**src/rtl/vlsu_bank_scheduler_if.sv**
```systemverilog
// Handshake and data bundle between the vector load/store unit front end,
// the bank scheduler, the data arrays and the miss handler.
`timescale 1ns/1ps
interface vlsu_bank_scheduler_if #(
    parameter int NUM_LANES = 8,
    parameter int ADDR_W    = 64
);
    logic                        req_i;
    logic [NUM_LANES-1:0]        lane_valid_i;
    logic [NUM_LANES*ADDR_W-1:0] lane_addr_i;
    logic                        ready_o;
    logic                        issue_valid_o;
    logic [NUM_LANES-1:0]        issue_lane_mask_o;
    logic                        issue_ready_i;
    logic                        resp_valid_i;
    logic [NUM_LANES-1:0]        resp_hit_i;
    logic                        miss_req_o;
    logic [NUM_LANES-1:0]        miss_lane_mask_o;
    logic                        miss_done_i;
    logic [NUM_LANES-1:0]        lane_done_o;
    logic                        done_o;
    logic [3:0]                  round_cnt_o;
    logic [2:0]                  state_o;

    // Requester, arrays and miss handler side (drives the scheduler inputs)
    modport master (
        output req_i, lane_valid_i, lane_addr_i, issue_ready_i,
               resp_valid_i, resp_hit_i, miss_done_i,
        input  ready_o, issue_valid_o, issue_lane_mask_o, miss_req_o,
               miss_lane_mask_o, lane_done_o, done_o, round_cnt_o, state_o
    );

    // Scheduler side
    modport slave (
        input  req_i, lane_valid_i, lane_addr_i, issue_ready_i,
               resp_valid_i, resp_hit_i, miss_done_i,
        output ready_o, issue_valid_o, issue_lane_mask_o, miss_req_o,
               miss_lane_mask_o, lane_done_o, done_o, round_cnt_o, state_o
    );
endinterface

```
**src/rtl/vlsu_bank_scheduler.sv**
```systemverilog
// Splits a vector memory request into bank-conflict-free lane rounds,
// tracks per-lane hits and misses, and loops through refill until every
// active lane has completed.
`timescale 1ns/1ps
module vlsu_bank_scheduler #(
    parameter int NUM_LANES = 8,
    parameter int NUM_BANKS = 8,
    parameter int ADDR_W    = 64
) (
    input  logic                    clk_i,
    input  logic                    rst_i,
    vlsu_bank_scheduler_if.slave    bus
);
    localparam int BANK_W = (NUM_BANKS > 1) ? $clog2(NUM_BANKS) : 1;

    typedef enum logic [2:0] {
        S_IDLE  = 3'd0,
        S_ISSUE = 3'd1,
        S_WAIT  = 3'd2,
        S_MISS  = 3'd3,
        S_DONE  = 3'd4
    } state_t;

    state_t               r_state;
    logic [NUM_LANES-1:0] r_pending;
    logic [NUM_LANES-1:0] r_miss;
    logic [NUM_LANES-1:0] r_issued;
    logic [NUM_LANES-1:0] r_laneDone;
    logic [3:0]           r_roundCnt;
    logic [BANK_W-1:0]    r_bank [NUM_LANES];

    logic [NUM_LANES-1:0] w_issueMask;
    logic [NUM_LANES-1:0] w_pendingAfter;
    logic [NUM_LANES-1:0] w_missAfter;

    // Only the bank-select bits of each address matter, so only those are kept.
    // Lowest pending lane claims its bank; higher lanes on the same bank wait.
    always_comb begin
        w_issueMask = '0;
        for (int i = 0; i < NUM_LANES; i++) begin
            w_issueMask[i] = r_pending[i];
            for (int j = 0; j < i; j++) begin
                if (r_pending[j] && (r_bank[j] == r_bank[i])) begin
                    w_issueMask[i] = 1'b0;
                end
            end
        end
    end

    assign w_pendingAfter = r_pending & ~r_issued;
    assign w_missAfter    = r_miss | (r_issued & ~bus.resp_hit_i);

    assign bus.ready_o           = (r_state == S_IDLE);
    assign bus.issue_valid_o     = (r_state == S_ISSUE);
    assign bus.issue_lane_mask_o = (r_state == S_ISSUE) ? w_issueMask : '0;
    assign bus.miss_req_o        = (r_state == S_MISS);
    assign bus.miss_lane_mask_o  = (r_state == S_MISS) ? r_miss : '0;
    assign bus.lane_done_o       = r_laneDone;
    assign bus.done_o            = (r_state == S_DONE);
    assign bus.round_cnt_o       = r_roundCnt;
    assign bus.state_o           = r_state;

    // Request sequencing: accept, issue rounds, collect responses, refill misses.
    always_ff @(posedge clk_i or posedge rst_i) begin
        if (rst_i) begin
            r_state    <= S_IDLE;
            r_pending  <= '0;
            r_miss     <= '0;
            r_issued   <= '0;
            r_laneDone <= '0;
            r_roundCnt <= '0;
            for (int i = 0; i < NUM_LANES; i++) begin
                r_bank[i] <= '0;
            end
        end else begin
            unique case (r_state)
                S_IDLE: begin
                    if (bus.req_i) begin
                        for (int i = 0; i < NUM_LANES; i++) begin
                            r_bank[i] <= (NUM_BANKS > 1) ?
                                bus.lane_addr_i[i*ADDR_W+3 +: BANK_W] : '0;
                        end
                        r_pending  <= bus.lane_valid_i;
                        r_miss     <= '0;
                        r_laneDone <= '0;
                        r_roundCnt <= '0;
                        r_state    <= (bus.lane_valid_i == '0) ? S_DONE : S_ISSUE;
                    end
                end
                S_ISSUE: begin
                    if (bus.issue_ready_i) begin
                        r_issued <= w_issueMask;
                        if (r_roundCnt != 4'd15) begin
                            r_roundCnt <= r_roundCnt + 4'd1;
                        end
                        r_state <= S_WAIT;
                    end
                end
                S_WAIT: begin
                    if (bus.resp_valid_i) begin
                        r_pending  <= w_pendingAfter;
                        r_miss     <= w_missAfter;
                        r_laneDone <= r_laneDone | (r_issued & bus.resp_hit_i);
                        if (w_pendingAfter != '0) begin
                            r_state <= S_ISSUE;
                        end else if (w_missAfter != '0) begin
                            r_state <= S_MISS;
                        end else begin
                            r_state <= S_DONE;
                        end
                    end
                end
                S_MISS: begin
                    if (bus.miss_done_i) begin
                        r_pending <= r_miss;
                        r_miss    <= '0;
                        r_state   <= S_ISSUE;
                    end
                end
                S_DONE: begin
                    r_state <= S_IDLE;
                end
                default: begin
                    r_state <= S_IDLE;
                end
            endcase
        end
    end
endmodule

```
**src/flat_wrapper.sv**
```systemverilog
// flat-port wrapper written by rule: the top's interface ports become plain ports
module vlsu_bank_scheduler_flat 
#(
    parameter int NUM_LANES = 8,
    parameter int NUM_BANKS = 8,
    parameter int ADDR_W    = 64
)
  (clk_i, rst_i, bus_req_i, bus_lane_valid_i, bus_lane_addr_i, bus_issue_ready_i, bus_resp_valid_i, bus_resp_hit_i, bus_miss_done_i, bus_ready_o, bus_issue_valid_o, bus_issue_lane_mask_o, bus_miss_req_o, bus_miss_lane_mask_o, bus_lane_done_o, bus_done_o, bus_round_cnt_o, bus_state_o);
  vlsu_bank_scheduler_if #(.NUM_LANES(NUM_LANES), .ADDR_W(ADDR_W)) bus_i ();
  input  logic clk_i;
  input  logic rst_i;
  input wire logic [$bits(bus_i.req_i)-1:0] bus_req_i;
  input wire logic [$bits(bus_i.lane_valid_i)-1:0] bus_lane_valid_i;
  input wire logic [$bits(bus_i.lane_addr_i)-1:0] bus_lane_addr_i;
  input wire logic [$bits(bus_i.issue_ready_i)-1:0] bus_issue_ready_i;
  input wire logic [$bits(bus_i.resp_valid_i)-1:0] bus_resp_valid_i;
  input wire logic [$bits(bus_i.resp_hit_i)-1:0] bus_resp_hit_i;
  input wire logic [$bits(bus_i.miss_done_i)-1:0] bus_miss_done_i;
  output wire logic [$bits(bus_i.ready_o)-1:0] bus_ready_o;
  output wire logic [$bits(bus_i.issue_valid_o)-1:0] bus_issue_valid_o;
  output wire logic [$bits(bus_i.issue_lane_mask_o)-1:0] bus_issue_lane_mask_o;
  output wire logic [$bits(bus_i.miss_req_o)-1:0] bus_miss_req_o;
  output wire logic [$bits(bus_i.miss_lane_mask_o)-1:0] bus_miss_lane_mask_o;
  output wire logic [$bits(bus_i.lane_done_o)-1:0] bus_lane_done_o;
  output wire logic [$bits(bus_i.done_o)-1:0] bus_done_o;
  output wire logic [$bits(bus_i.round_cnt_o)-1:0] bus_round_cnt_o;
  output wire logic [$bits(bus_i.state_o)-1:0] bus_state_o;
  assign bus_i.req_i = bus_req_i;
  assign bus_i.lane_valid_i = bus_lane_valid_i;
  assign bus_i.lane_addr_i = bus_lane_addr_i;
  assign bus_i.issue_ready_i = bus_issue_ready_i;
  assign bus_i.resp_valid_i = bus_resp_valid_i;
  assign bus_i.resp_hit_i = bus_resp_hit_i;
  assign bus_i.miss_done_i = bus_miss_done_i;
  assign bus_ready_o = bus_i.ready_o;
  assign bus_issue_valid_o = bus_i.issue_valid_o;
  assign bus_issue_lane_mask_o = bus_i.issue_lane_mask_o;
  assign bus_miss_req_o = bus_i.miss_req_o;
  assign bus_miss_lane_mask_o = bus_i.miss_lane_mask_o;
  assign bus_lane_done_o = bus_i.lane_done_o;
  assign bus_done_o = bus_i.done_o;
  assign bus_round_cnt_o = bus_i.round_cnt_o;
  assign bus_state_o = bus_i.state_o;
  vlsu_bank_scheduler #(.NUM_LANES(NUM_LANES), .NUM_BANKS(NUM_BANKS), .ADDR_W(ADDR_W)) u_core (.clk_i(clk_i), .rst_i(rst_i), .bus(bus_i));
endmodule
```
**config.mk**
```make
export PLATFORM = sky130hd
export DESIGN_NAME = vlsu_bank_scheduler_flat
export DESIGN_NICKNAME = d
export VERILOG_FILES = /design/src/rtl/vlsu_bank_scheduler_if.sv /design/src/rtl/vlsu_bank_scheduler.sv /design/src/flat_wrapper.sv
export SDC_FILE = /design/constraint.sdc
export NUM_CORES = 1
export LEC_CHECK = 0
export CORE_AREA = 2 2 220 222
export DETAILED_ROUTE_END_ITERATION = 16
export DIE_AREA = 0 0 222 224
export GPL_ROUTABILITY_DRIVEN = 0
export SLEW_MARGIN = 40
export SYNTH_ARGS = -nofsm -noshare
export SYNTH_HDL_FRONTEND = slang
export SYNTH_SLANG_ARGS = --single-unit
```
**constraint.sdc**
```tcl
create_clock -name clk_i -period 4.6 [get_ports clk_i]
set_input_delay 1.38 -clock clk_i [delete_from_list [all_inputs] [get_ports clk_i]]
set_output_delay 1.38 -clock clk_i [all_outputs]
set_load 0.005 [all_outputs]
```
# == Yosys cells after proc, flatten, opt, wreduce, memory -nomap -nowiden ==
# Index checks and enable logic that the tools add are counted.
# classes
bitwise_logic,7
addsub,1
mux,52
n_eq_ne,38
n_reduce_logical,41
# op_table
operator,count
$eq 3x3->1,28
$mux 8,9
$pmux 8 s3,2
$logic_and 1x1->1,28
$mux 1,28
$and 8x8->8,3
$mux 3,7
$not 8->8,2
$or 8x8->8,2
$pmux 8 s2,1
$reduce_bool 8->1,2
$mux 4,3
$pmux 3 s4,1
$reduce_and 4->1,3
$logic_not 8->1,1
$ne 2x2->1 const B,4
$pmux 4 s2,1
$eq 3x2->1 const B,2
$add 4x1->4 const B,1
$ne 4x4->1 const B,1
$reduce_and 2->1,2
$reduce_bool 2->1,2
$eq 3x1->1 const B,1
$eq 3x3->1 const B,1
4 further kinds,4
# totals
wordCells,153
inputBits,534
regBits,63
out_inout_bits,35

# == Logic depth before layout (Yosys ltp) ==
# Gate-level depths: netlist of the first run.
# depth
word_depth,10
mapped_depth,8
ltp_nobuf,6

# == Least setup slack after synthesis of the first run ==
# No wires, ideal clock.
# synth_path
path_type,input to register
start,input bus_resp_hit_i[1]
end,"register u_core.r_state[0], in the netlist u_core.bus.state_o[0]"
setup_ns,0.126
path_stages,5
n_path_buf,0
t_arrival_ns,2.635
slack_ns,1.839
t_required_ns,4.474
cell_sequence,and2b_1 -> or4_4 -> nor3_4 -> nand3_2 -> a221o_1
# synth_via
elab_chain_cells,8
# synth_lines
element,line_no,rtl
start: declaration,flat_wrapper.sv:17,input wire logic [$bits(bus_i.resp_hit_i)-1:0] bus_resp_hit_i;
$not 8->8,vlsu_bank_scheduler.sv:51,assign w_missAfter = r_miss | (r_issued & ~bus.resp_hit_i);
$and 8x8->8,vlsu_bank_scheduler.sv:51,
$or 8x8->8,vlsu_bank_scheduler.sv:51,
$reduce_bool 8->1,vlsu_bank_scheduler.sv:106,end else if (w_missAfter != '0) begin
$mux 3,vlsu_bank_scheduler.sv:106,
$mux 3,vlsu_bank_scheduler.sv:104,if (w_pendingAfter != '0) begin
$mux 3,vlsu_bank_scheduler.sv:100,if (bus.resp_valid_i) begin
$pmux 3 s4,vlsu_bank_scheduler.sv:76,unique case (r_state)
end signal: assignment,vlsu_bank_scheduler.sv:87,r_state <= (bus.lane_valid_i == '0) ? S_DONE : S_ISSUE;
end: declaration,vlsu_bank_scheduler.sv:24,state_t r_state;
# Every way passes these cells. The select of a mux whose other input is x is not followed.
# A chain may end at the register's enable or synchronous reset.

# == Worst setup path in the final report of the first run ==
# layout_path
start,register u_core.r_bank[15] in the netlist's numbering
end,output bus_issue_lane_mask_o[7]
# layout_via
elab_chain_cells,8
# layout_lines
element,line_no,rtl
start: declaration,vlsu_bank_scheduler.sv:30,logic [BANK_W-1:0] r_bank [NUM_LANES];
start signal: indexed assignment,vlsu_bank_scheduler.sv:80,r_bank[i] <= (NUM_BANKS > 1) ?
$eq 3x3->1,vlsu_bank_scheduler.sv:43,if (r_pending[j] && (r_bank[j] == r_bank[i])) begin
$logic_and 1x1->1,vlsu_bank_scheduler.sv:43,
$mux 1 (5 in a row),vlsu_bank_scheduler.sv:43,
$mux 8,vlsu_bank_scheduler.sv:55,assign bus.issue_lane_mask_o = (r_state == S_ISSUE) ? w_issueMask : '0;
end: declaration,flat_wrapper.sv:21,output wire logic [$bits(bus_i.issue_lane_mask_o)-1:0] bus_issue_lane_mask_o;
# Every way passes these cells.

==> impl_metrics.py, run 1 <==
metrics = {
    "clocking": {
        "cts_max_level": 3,
        "clk_latency_ps": 340,
        "hold_buffers": 0,
        "cts_tree": "yes",
        "numCtsBuffers": 9,
        "cts_num_sinks": 63,
        "cts.path.max_buffers": 2,
        "cts_resized": 0,
        "cts.reportedPaths.clkPinSlew_ps": 60,
        "cts_setup_buffers": 0,
        "root_buffer": "clkbuf_16",
    },
    "timing": {
        "max-slew-margin-rel": 0.586,
        "timing.final.crit_period_ps": 3880,
        "worst_slack_ps": 724,
        "rsz0062_at_grt": "no",
        "fin_crit_sh": 0.843,
        "setup_viol": 0,
        "max_clock_freq_mhz": 258,
        "worst_pin_slew_ps": 622,
        "finalHoldViolations": 0,
        "fin_worst_skew_ps": 14.8,
        "hold_slack_ps": 498,
        "setup_tns_ps": 0,
        "drv_slew": 0,
    },
    "route": {
        "drc": 0,
        "vias": 3431,
        "avgRoutedWirePerCell_um": 12.6,
        "via_per_inst": 3.08,
        "drtIter0Drc": 137,
        "wl_mm": 14.1,
        "antenna_left": 0,
        "firstDrtPassIters": 4,
    },
    "min_path": {
        "hold_class": "reg -> reg",
        "min_from": "u_core.bus.lane_done_o[7]$_DFFE_PP0P_",
    },
    "synth": {
        "synth_seq_area_share": 0.385,
        "yosysMostFrequentCell": "xnor2_1",
        "synth-seq-cells": 63,
        "syn_inst": 436,
        "synth_edf_count": 0,
        "yosysUniqueCellTypes": 46,
        "synthTopCellsByCount": "xnor2_1, dfrtp_1, nand4_1, nor2_1",
        "avgSynthCellArea_um2": 9.40,
        "synthFlopType": "dfrtp_1",
        "yosysWarningCount": 0,
        "syn_nets": 971,
        "synthesis.area_um2": 4100,
        "synth_largest_area_cell": "dfrtp_1",
        "synth_top_area_frac": 0.385,
        "synthTopCellsByArea": "dfrtp_1, xnor2_1, mux2_1",
        "synth_async_sr_flop_share": 1.00,
    },
    "global_routing": {
        "grt_max_degree": 34,
        "grt_pass1_vias": 3539,
        "gr-total-overflow": 0,
        "grt_pass1_wl_mm": 21.9,
        "track_usage": 0.0571,
        "antenna_found_initial": 1,
    },
    "die": {
        "die-area_um2": 49700,
        "rows": 80,
        "die_h_um": 224,
        "die_x_um": 222,
        "boundaryPins": 569,
        "core_area_um2": 47300,
        "start_util": 0.0865,
    },
    "critical_path": {
        "cp.arrival_ps": 2500,
        "worst-setup-path-type": "reg -> out",
        "cp-end-kind": "primary output",
        "crit_end": "bus_issue_lane_mask_o[7]",
        "setup.worst_path.start_class": "flop",
        "ff2ff_path_depth": 7,
        "crit_path_start": "u_core.r_bank[15]$_DFFE_PP0P_",
        "reg2reg_slack_ps": 2430,
        "timing.rr.end": "u_core.r_issued[7]$_DFFE_PP0P_",
        "critPathMaxFanout": 8,
        "critPathRequiredTime_ps": 3220,
        "reg2reg_from": "u_core.bus.state_o[2]$_DFFE_PP0P_",
    },
    "outcome": {
        "status": "finished clean",
    },
    "layout": {
        "fillers": 5361,
        "syn_to_final_growth_pct": 42.5,
        "drive_gt1_frac": 0.0683,
        "layout.nets": 1028,
        "diodes": 0,
    },
    "power_and_ir_drop": {
        "ir_drop_v": 0.000341,
        "powerDensity_nw_per_um2": 682,
        "p_leak_nw": 2.04,
    },
    "flow_run": {
        "max_cap_violations": 0,
    },
    "place": {
        "dp_slack_ps": 1080,
        "dp_hpwl_mm": 11.1,
        "port_buffers": 80,
    },
}
==> kinds of logic after synthesis <==
group | synth area share
and+or+nand+nor | 0.216
xor gates and xnor gates | 0.182
DFF | 0.385
AOI/OAI and AO/OA | 0.0776
buffers and inverters | 0.0467
muxes | 0.0907
adders and majority gates | 0.00305
==> worst min-delay path by stage <==
stage,endpoint,slack [ps],cells past startpoint
6_report,u_core.bus.lane_done_o[7]$_DFFE_PP0P_,500,2
5_1_grt,u_core.bus.lane_done_o[5]$_DFFE_PP0P_,520,2
4_1_cts,u_core.bus.lane_done_o[7]$_DFFE_PP0P_,500,2
3_5_place_dp,u_core.bus.lane_done_o[7]$_DFFE_PP0P_,490,2
3_3_place_gp,u_core.bus.lane_done_o[4]$_DFFE_PP0P_,490,2
2_1_floorplan,u_core.r_pending[7]$_DFFE_PP0P_,480,2
==> registers in the layout, indices dropped and copies added (netlist names) <==
register                count
u_core.r_miss               8
u_core.bus.lane_done_o      8
u_core.r_bank              24
u_core.r_issued             8
u_core.bus.state_o          3
u_core.r_pending            8
u_core.bus.round_cnt_o      4
==> per-stage QoR <==
stage	std cells	power, W	instance area, µm²	util
6_report	1113	0.00398	5840	0.123
3_3_place_gp	1097	0.00325	5540	0.117
5_1_grt	1113	0.00427	5840	0.123
4_1_cts	1113	0.00402	5840	0.123
2_1_floorplan	436	0.00267	4100	-
3_5_place_dp	1097	0.00329	5540	0.117
==> area by class of cell <==
type / instances / area (µm²) / share of cell area
multi-input cells: 329 / 2330 / 0.399
clock buffers: 12 / 246 / 0.0422
flip-flops and latches: 63 / 1580 / 0.270
clock inverters: 4 / 53.8 / 0.00921
inverters: 3 / 11.3 / 0.00193
well taps: 615 / 769 / 0.132
repair buffers: 87 / 853 / 0.146
==> per-layer routing <==
layer	wire length (µm)	global-route usage	vias to the layer above
li1	-	-	1628
met1	6270	0.0721	1685
met2	6640	0.0919	89
met3	837	0.0182	27
met4	296	0.0187	2
met5	13	0	-
==> cells in the final DEF (no fill, tap or decap), types with 2 or more instances in the layout <==
cell type,n
xnor2_1,85
a31oi_1,9
nor4_1,6
nor2b_1,18
clkbuf_16,9
nor3b_1,3
a21oi_1,17
nand2_1,25
nor2_1,32
a211oi_1,3
clkbuf_1,2
o21ai_1,15
or4_1,3
and2_1,4
nand3_1,7
and3_1,10
inv_2,2
nor3_1,4
clkinvlp_4,2
clkdlybuf4s50_1,80
mux2_1,25
nand4_1,32
dfrtp_1,63
mux2i_1,9
buf_4,7
==> power by group <==
group	internal, W	total, W	switching (W)
clock	0.000437	0.000714	0.000277
sequential	0.000778	0.00140	0.000622
combinational	0.00101	0.00187	0.000855
total	0.00223	0.00398	0.00175
==> critical path, stage by stage (launching register included) <==
cell,delay (ps)
dfrtp_1,670
xnor2_1,130
nand4_1,100
nand2_1,80
nor4_1,470
clkdlybuf4s50_1,690
Note: power is estimated with default switching activity, not from simulation.
==> inputs of run 2 (changes only) <==
- CORE_AREA: 2 2 220 222 -> 2 2 221 223
- DIE_AREA: 0 0 222 224 -> 0 0 223 225
- clock period: 4.6 -> 3.6 ns (I/O delays scaled with it)
==> run 2 against run 1 <==
Compared with the run above: setup slack worse by 570 ps; core utilization grew 0.095 points; clock skew shrank 3.6 ps; routed wire length grew 2.9%; combinational power increased by 34%; non-clock buffer count grew 5; global-route usage is 0.13 points higher; worst hold slack better by 9.3 ps; final area is 1.2% higher; die area rose by 0.90%; via count increased by 0.23%.
==> impl_metrics.py, run 2 (synthesized netlist as in run 1, its figures left out) <==
metrics = {
    "outcome": {
        "status": "finished clean",
    },
    "power_and_ir_drop": {
        "totalPowerFinal_w": 0.00517,
        "ir_drop_v": 0.000425,
        "powerDensity_nw_per_um2": 875,
        "p_leak_nw": 2.07,
    },
    "global_routing": {
        "grt_max_degree": 59,
        "gr-total-overflow": 0,
        "grt_pass1_wl_mm": 22.3,
        "grt_pass1_vias": 3590,
        "track_usage": 0.0584,
        "antenna_found_initial": 2,
    },
    "timing": {
        "finalHoldViolations": 0,
        "max-slew-margin-rel": 0.611,
        "fin_crit_sh": 0.957,
        "worst_pin_slew_ps": 583,
        "hold_slack_ps": 507,
        "timing.final.crit_period_ps": 3450,
        "fin_worst_skew_ps": 11.1,
        "drv_slew": 0,
        "setup_tns_ps": 0,
        "worst_slack_ps": 155,
        "setup_viol": 0,
        "rsz0062_at_grt": "no",
        "max_clock_freq_mhz": 290,
    },
    "layout": {
        "syn_to_final_growth_pct": 44.2,
        "final_common_cell": "xnor2_1",
        "layout.nets": 1033,
        "drive_gt1_frac": 0.0915,
        "regMostFlops": "u_core.r_bank",
        "final_cell_mix": "xnor2_1, clkdlybuf4s50_1, dfrtp_1",
        "largest_register_ffs": 24,
        "fillers": 5400,
        "utilization": 0.124,
        "regArea_um2": 1580,
        "multi_input_area_um2": 2340,
    },
    "critical_path": {
        "max_stage_delay_ps": 650,
        "cp.arrival_ps": 2370,
        "critPathMaxFanout": 8,
        "worst-setup-path-type": "reg -> out",
        "setup.worst_path.start_class": "flop",
        "cp-end-kind": "primary output",
        "crit_top_cell": "nand4_1",
        "critPathRequiredTime_ps": 2520,
        "crit_buf_inv": 1,
        "cp_top_family": "flip-flops",
        "slowest_stage": "dfrtp_1",
        "reg2reg_slack_ps": 1420,
        "crit_chain": "xnor2_1, nand4_1, nand4_1, nor3_1, clkdlybuf4s50_1",
    },
    "die": {
        "die_h_um": 225,
        "core_area_um2": 47500,
        "die_x_um": 223,
        "rows": 80,
        "boundaryPins": 569,
        "start_util": 0.0862,
        "die-area_um2": 50200,
    },
    "clocking": {
        "cts.reportedPaths.clkPinSlew_ps": 60,
        "root_buffer": "clkbuf_16",
        "cts.path.max_buffers": 2,
        "cts_resized": 1,
        "numCtsBuffers": 9,
        "clk_latency_ps": 340,
        "cts_num_sinks": 63,
        "cts_tree": "yes",
        "cts_max_level": 3,
        "cts_setup_buffers": 0,
        "hold_buffers": 0,
    },
    "place": {
        "dp_hpwl_mm": 11.6,
        "dp_slack_ps": 319,
        "port_buffers": 80,
    },
    "route": {
        "via_per_inst": 3.07,
        "drtIter0Drc": 216,
        "drc": 0,
        "vias": 3439,
        "wl_mm": 14.5,
        "avgRoutedWirePerCell_um": 12.9,
        "firstDrtPassIters": 4,
        "antenna_left": 0,
    },
    "flow_run": {
        "max_cap_violations": 0,
    },
    "min_path": {
        "hold_class": "reg -> reg",
    },
}
## run 2: cell count changes in the layout (fill, tap and decap cells not counted)
| cell | previous run | this run |
|---|---|---|
| buf_12 | 0 | 1 |
| buf_4 | 7 | 11 |
| clkbuf_1 | 2 | 0 |
| clkinv_2 | 0 | 1 |
| clkinv_4 | 0 | 1 |
| dfrtp_1 | 63 | 59 |
| dfrtp_2 | 0 | 4 |
| diode_2 | 0 | 1 |
| nor4_1 | 6 | 5 |
| nor4_2 | 1 | 2 |
## run 2: worst register-to-register path, stage by stage, from the launching register on
cell and delay [ps]:
dfrtp_1 390, buf_4 250, nor3_1 430, and2_1 180, buf_4 370, mux2_1 420
## run 2: where the power goes
part           total [W]  switching (W)  leakage (nW)  internal [W]
registers        0.00175       0.000749         0.796       0.00100
clock network   0.000916       0.000358         0.145      0.000557
logic            0.00251        0.00117          1.13       0.00134
## run 2: final timing paths
check / startpoint / to / depth (start not counted)
setup / recovery: u_core.r_bank[16]$_DFFE_PP0P_ / bus_issue_lane_mask_o[6] / 5
hold reg to reg: u_core.bus.lane_done_o[7]$_DFFE_PP0P_ / u_core.bus.lane_done_o[7]$_DFFE_PP0P_ / 2
min in group asynchronous: rst_i / u_core.r_bank[4]$_DFFE_PP0P_ / 2
hold / removal: u_core.bus.lane_done_o[7]$_DFFE_PP0P_ / u_core.bus.lane_done_o[7]$_DFFE_PP0P_ / 2
max in group asynchronous: rst_i / u_core.bus.lane_done_o[3]$_DFFE_PP0P_ / 3
setup reg to reg: u_core.bus.state_o[0]$_DFFE_PP0P_ / u_core.r_bank[12]$_DFFE_PP0P_ / 5
## run 2: metal layers
layer / up-vias / GRT usage / wire (µm)
li1: 1631 / - / -
met1: 1685 / 0.0711 / 6150
met2: 100 / 0.0949 / 6880
met3: 21 / 0.0220 / 1180
met4: 2 / 0.0191 / 263
met5: - / 0 / 13
## run 2: final cells by class
| type | count | area share |
|---|---|---|
| Antenna cell | 1 | 0.000423 |
| Clock inverter | 6 | 0.0114 |
| Timing Repair Buffer | 92 | 0.153 |
| Clock buffer | 10 | 0.0404 |
| Tap cell | 615 | 0.130 |
| Multi-Input combinational cell | 329 | 0.395 |
| Inverter | 3 | 0.00191 |
| Sequential cell | 63 | 0.268 |
## run 2: stage by stage
stage | area [µm²] | instances
3_5_place_dp | 5590 | 1102
4_1_cts | 5900 | 1118
5_1_grt | 5910 | 1118
2_1_floorplan | 4100 | 436
3_3_place_gp | 5590 | 1102
6_report | 5910 | 1119
